==> src/rtl/garo_trng_collector.sv <==
`default_nettype none
// ============================================================================
// Module   : garo_trng_collector
// Purpose  : GARO entropy collector: sync, decimate, XOR-combine, debias,
//            repetition health test, word packing with valid/ready output.
// Revision : 1.0
// ============================================================================
module garo_trng_collector #(
  parameter int NUM_CH     = 4,
  parameter int WORD_W     = 8,
  parameter int SAMPLE_DIV = 4,
  parameter int DEBIAS     = 1,
  parameter int REP_LIMIT  = 32
) (
  input  logic              clk,
  input  logic              reset_n,
  input  logic              enable,
  input  logic [NUM_CH-1:0] ch_mask,
  input  logic [NUM_CH-1:0] osc_i,
  output logic [WORD_W-1:0] rnd_data,
  output logic              rnd_valid,
  input  logic              rnd_ready,
  output logic              overrun,
  output logic              health_fail
);

  localparam int         c_bc_w      = $clog2(WORD_W + 1);
  localparam logic [7:0] c_div_last  = 8'(SAMPLE_DIV - 1);
  localparam logic [7:0] c_rep_limit = 8'(REP_LIMIT);
  localparam logic [c_bc_w-1:0] c_word_last = c_bc_w'(WORD_W - 1);

  logic [NUM_CH-1:0] r_sync1, r_sync_q;
  logic [7:0]        r_div_cnt;
  logic              r_have_first, r_first_bit;
  logic              r_emit, r_emit_bit;
  logic [7:0]        r_rep_cnt;
  logic              r_last_bit;
  logic [WORD_W-1:0] r_shift;
  logic [c_bc_w-1:0] r_bit_cnt;

  logic              w_samp_stb, w_samp_bit;
  logic [7:0]        w_rep_next;
  logic              w_trip, w_fail, w_done, w_load, w_drop;
  logic [WORD_W-1:0] w_word;

  assign w_samp_stb = enable && (r_div_cnt == c_div_last);
  assign w_samp_bit = ^(r_sync_q & ch_mask);

  // Two-flop synchronisers stay live regardless of enable.
  always_ff @(posedge clk or negedge reset_n) begin
    if (!reset_n) begin
      r_sync1  <= '0;
      r_sync_q <= '0;
    end else begin
      r_sync1  <= osc_i;
      r_sync_q <= r_sync1;
    end
  end

  always_ff @(posedge clk or negedge reset_n) begin
    if (!reset_n) begin
      r_div_cnt <= '0;
    end else if (!enable || w_samp_stb) begin
      r_div_cnt <= '0;
    end else begin
      r_div_cnt <= r_div_cnt + 8'd1;
    end
  end

  // Pair state and registered emit; for 01/10 the emitted bit equals the first bit.
  always_ff @(posedge clk or negedge reset_n) begin
    if (!reset_n) begin
      r_have_first <= 1'b0;
      r_first_bit  <= 1'b0;
      r_emit       <= 1'b0;
      r_emit_bit   <= 1'b0;
    end else if (!enable) begin
      r_have_first <= 1'b0;
      r_first_bit  <= 1'b0;
      r_emit       <= 1'b0;
      r_emit_bit   <= 1'b0;
    end else begin
      r_emit <= 1'b0;
      if (w_samp_stb) begin
        if (DEBIAS == 0) begin
          r_emit     <= 1'b1;
          r_emit_bit <= w_samp_bit;
        end else if (!r_have_first) begin
          r_have_first <= 1'b1;
          r_first_bit  <= w_samp_bit;
        end else begin
          r_have_first <= 1'b0;
          r_emit       <= r_first_bit ^ w_samp_bit;
          r_emit_bit   <= r_first_bit;
        end
      end
    end
  end

  always_comb begin
    w_rep_next = 8'd1;
    if (r_rep_cnt != 8'd0 && r_emit_bit == r_last_bit) begin
      w_rep_next = (r_rep_cnt == c_rep_limit) ? r_rep_cnt : r_rep_cnt + 8'd1;
    end
  end

  // The word finished by the tripping bit is withheld along with all later ones.
  assign w_trip = r_emit && (w_rep_next == c_rep_limit);
  assign w_fail = health_fail || w_trip;
  assign w_word = {r_shift[WORD_W-2:0], r_emit_bit};
  assign w_done = r_emit && (r_bit_cnt == c_word_last);
  assign w_load = w_done && !w_fail && (!rnd_valid || rnd_ready);
  assign w_drop = w_done && !w_fail && rnd_valid && !rnd_ready;

  always_ff @(posedge clk or negedge reset_n) begin
    if (!reset_n) begin
      r_rep_cnt   <= '0;
      r_last_bit  <= 1'b0;
      r_shift     <= '0;
      r_bit_cnt   <= '0;
      overrun     <= 1'b0;
      health_fail <= 1'b0;
    end else if (!enable) begin
      r_rep_cnt   <= '0;
      r_last_bit  <= 1'b0;
      r_shift     <= '0;
      r_bit_cnt   <= '0;
      overrun     <= 1'b0;
      health_fail <= 1'b0;
    end else if (r_emit) begin
      r_rep_cnt   <= w_rep_next;
      r_last_bit  <= r_emit_bit;
      r_shift     <= w_word;
      r_bit_cnt   <= w_done ? '0 : r_bit_cnt + 1'b1;
      overrun     <= overrun | w_drop;
      health_fail <= health_fail | w_trip;
    end
  end

  // Holding register ignores enable so a pending word can still drain.
  always_ff @(posedge clk or negedge reset_n) begin
    if (!reset_n) begin
      rnd_data  <= '0;
      rnd_valid <= 1'b0;
    end else if (w_load) begin
      rnd_data  <= w_word;
      rnd_valid <= 1'b1;
    end else if (rnd_valid && rnd_ready) begin
      rnd_valid <= 1'b0;
    end
  end

endmodule
`default_nettype wire

==> config.mk <==
export PLATFORM = sky130hd
export DESIGN_NAME = garo_trng_collector
export DESIGN_NICKNAME = d
export VERILOG_FILES = /design/src/rtl/garo_trng_collector.sv
export SDC_FILE = /design/constraint.sdc
export NUM_CORES = 1
export LEC_CHECK = 0
export CORE_MARGIN = 5
export CORE_UTILIZATION = 60
export CTS_CLUSTER_SIZE = 20
export DETAILED_ROUTE_END_ITERATION = 7
export PLACE_DENSITY = 0.9
export REMOVE_ABC_BUFFERS = 1
export SYNTH_ARGS = -nofsm -noshare
export SYNTH_HDL_FRONTEND = slang
export SYNTH_SLANG_ARGS = --single-unit
==> constraint.sdc <==
create_clock -name clk -period 5.5 [get_ports clk]
set_input_delay 0.55 -clock clk [delete_from_list [all_inputs] [get_ports clk]]
set_output_delay 0.55 -clock clk [all_outputs]
set_load 0.02 [all_outputs]
==> flow_summary.json <==
{
  "tightest_slew_ns": 1.076,
  "finalInstanceArea_mm2": 0.002809,
  "cap_violations": 0,
  "diodes": 0,
  "initial_core_util_pct": 62.12,
  "gp_congestion": 0.9396,
  "grt_use_total_pct": 17.41,
  "ant_nets": 0,
  "end_kind": "flip-flop",
  "die_x_um": 74.36,
  "setup_viol": 0,
  "cp.arrival_ns": 2.57,
  "vias": 1684,
  "cp_top_family": "compound AO/OA/AOI/OAI gates",
  "cts_tree": "yes",
  "synth_seq_area_share_pct": 50.35,
  "drt-pass1-iter-count": 4,
  "finalHoldViolCount": 0,
  "crit_buf_inv": 0,
  "clk_pin_slew_ns": 0.09,
  "core_area_mm2": 0.004000,
  "die_y_um": 74.36,
  "nNetsFinal": 255,
  "startpoint_type": "flip-flop",
  "syn_inst": 219,
  "cpMaxStageDelayCell": "dfrtp_1",
  "synth_cell_types": 44,
  "ir_worst_vdd_v": 0.0001963,
  "synthesis.area_mm2": 0.002485,
  "grt_pass1_vias": 1640,
  "drive_gt1_share_pct": 10.00,
  "postCtsSetupBuffers": 0,
  "leakage_nw": 1.222,
  "async_reset_ff_share_pct": 100.0,
  "synth_area_per_cell_um2": 11.35,
  "worstPathMaxFanout": 8,
  "clock-sinks": 50,
  "areaGrowthSynthToFinish_pct": 13.04,
  "max_slew_margin_pct": 28.24,
  "synth_edf_count": 0,
  "first_iter_violations": 95,
  "cts.path.max_buffers": 2,
  "route.detailed.drc": 0,
  "rsz0062_at_grt": "no",
  "utilization_pct": 70.22,
  "antenna_found_initial": 0,
  "ff2ff_setup_slack_ns": 3.11,
  "place_area_mm2": 0.002703,
  "wire_per_inst_um": 15.10,
  "slowest_delay_ns": 0.47,
  "setup_ws_ns": 3.108,
  "port_buffers": 22,
  "powerDensity_mw_per_mm2": 236.7,
  "slew_violations": 0,
  "dp_slack_ns": 3.125,
  "cts.htree.levels": 2,
  "status": "finished clean",
  "layout_common_cells": "dfrtp_1, nand2_1, clkdlybuf4s50_1",
  "ys_ff_latch": 50,
  "grt_pass1_wl_mm": 7.355,
  "holdCritPathClass": "flip-flop to flip-flop",
  "cp.required_ns": 5.68,
  "hold_buffers": 0,
  "crit_type": "flip-flop to flip-flop",
  "grt_max_degree": 51,
  "die_area_mm2": 0.005529,
  "cts_made_buffers": 5,
  "dp_hpwl_mm": 2.932,
  "clock_latency_ns": 0.30,
  "fmax_ghz": 0.4180,
  "yosysWarnings": 0,
  "final_common_cell": "dfrtp_1",
  "min_period_ns": 2.392,
  "fin_setup_tns_ns": 0,
  "crit_chain": "ha_1, nor3b_1, mux2i_1, a2111oi_4, o2111ai_4, nand3_4, mux2_4",
  "cts_resized": 0,
  "min_period_over_period_pct": 43.50,
  "boundaryPins": 23,
  "ys.flop_type": "dfrtp_1",
  "wirelength_mm": 4.378,
  "fp-row-count": 23,
  "gr-total-overflow": 0,
  "finalPower_w": 0.0006648,
  "finClkSkew_ns": 0.01062,
  "root_buffer": "clkbuf_8",
  "routed_via_density": 5.807
}
-- worst register-to-register path, delay by kind of cell, from the launching register on --
family / cells / cell delay [ns]
flip-flops: 1 / 0.47
AO/OA/AOI/OAI: 2 / 0.56
AND/OR/NAND/NOR: 2 / 0.41
adder cells (fa/ha/maj): 1 / 0.35
multiplexers: 2 / 0.48
-- where the power goes --
group / internal, W / switching (W)
combinational: 0.0000162 / 0.0000192
sequential: 0.000374 / 0.00000530
clock: 0.000136 / 0.000114
-- metrics by stage --
stage | hold slack (ns) | cells
final | 0.3598 | 290
after global routing | 0.3690 | 290
after CTS | 0.3629 | 290
after detailed placement | 0.3444 | 282
after global placement | 0.3326 | 282
after floorplan | 0.2544 | 210
-- metal layers --
layer  global-route usage, %  vias to the layer above  share of wire, %
met5                       0                        -                 0
met4                   7.708                        0               2.6
met1                   21.62                      823                44
met2                   29.43                       47                49
met3                   3.649                       12               4.5
li1                        -                      802                 -
-- cell type report --
cell class / count / area (um^2)
multi-input combinational: 155 / 1155
clock buffer: 7 / 76.32
fill: 297 / 1191
clock inverter: 1 / 30.03
timing repair buffer: 22 / 215.2
inverter: 5 / 18.77
sequential: 50 / 1251
tap: 50 / 62.56
-- kinds of logic (layout without fill, tap and decap cells) --
group	Yosys count	in the layout	synth area share [%]
AOI/OAI and AO/OA	28	28	9.366
xor gates and xnor gates	15	15	5.287
adders and majority gates	4	4	2.014
buffers and inverters	14	35	3.172
DFF	50	50	50.35
muxes	19	19	9.265
and+or+nand+nor	89	89	20.54
-- synth_stat cells (2+ instances only) --
library cell | count | area share, %
nand2_1 | 21 | 3.2
a21boi_1 | 3 | 0.91
xnor2_1 | 10 | 3.5
inv_1 | 5 | 0.76
mux2_4 | 8 | 4.8
dfrtp_1 | 50 | 50
o22ai_1 | 2 | 0.50
nor2b_1 | 13 | 3.3
and3_1 | 7 | 1.8
buf_6 | 3 | 1.4
nor2_1 | 10 | 1.5
o21ai_0 | 5 | 1.0
mux2i_1 | 11 | 4.4
nand3_1 | 10 | 2.0
o21a_1 | 2 | 0.60
ha_1 | 4 | 2.0
nor3b_1 | 4 | 1.2
and2_1 | 7 | 1.8
a21oi_1 | 6 | 1.2
clkbuf_1 | 4 | 0.60
nor3_1 | 4 | 0.81
xor2_1 | 5 | 1.8
nand4_1 | 4 | 1.0
-- flip-flops by register name (all words and copies together) (netlist names), 4 cells and up --
name / flops
r_shift: 6
r_bit_cnt: 4
r_sync1: 4
r_div_cnt: 8
rnd_data: 8
r_sync_q: 4
r_rep_cnt: 8
-- path summary, 6_finish.rpt --
check	start	end	depth (start not counted)
worst min register to register	r_sync1[2]	r_sync_q[2]	0
min in group asynchronous	reset_n	r_rep_cnt[3]	1
worst max-delay path	r_rep_cnt[0]	rnd_data[3]	7
worst min-delay path	r_sync1[2]	r_sync_q[2]	0
worst max register to register	r_rep_cnt[0]	rnd_data[3]	7
max in group asynchronous	reset_n	rnd_data[3]	1
No activity file was read; power rests on OpenSTA's default activity.
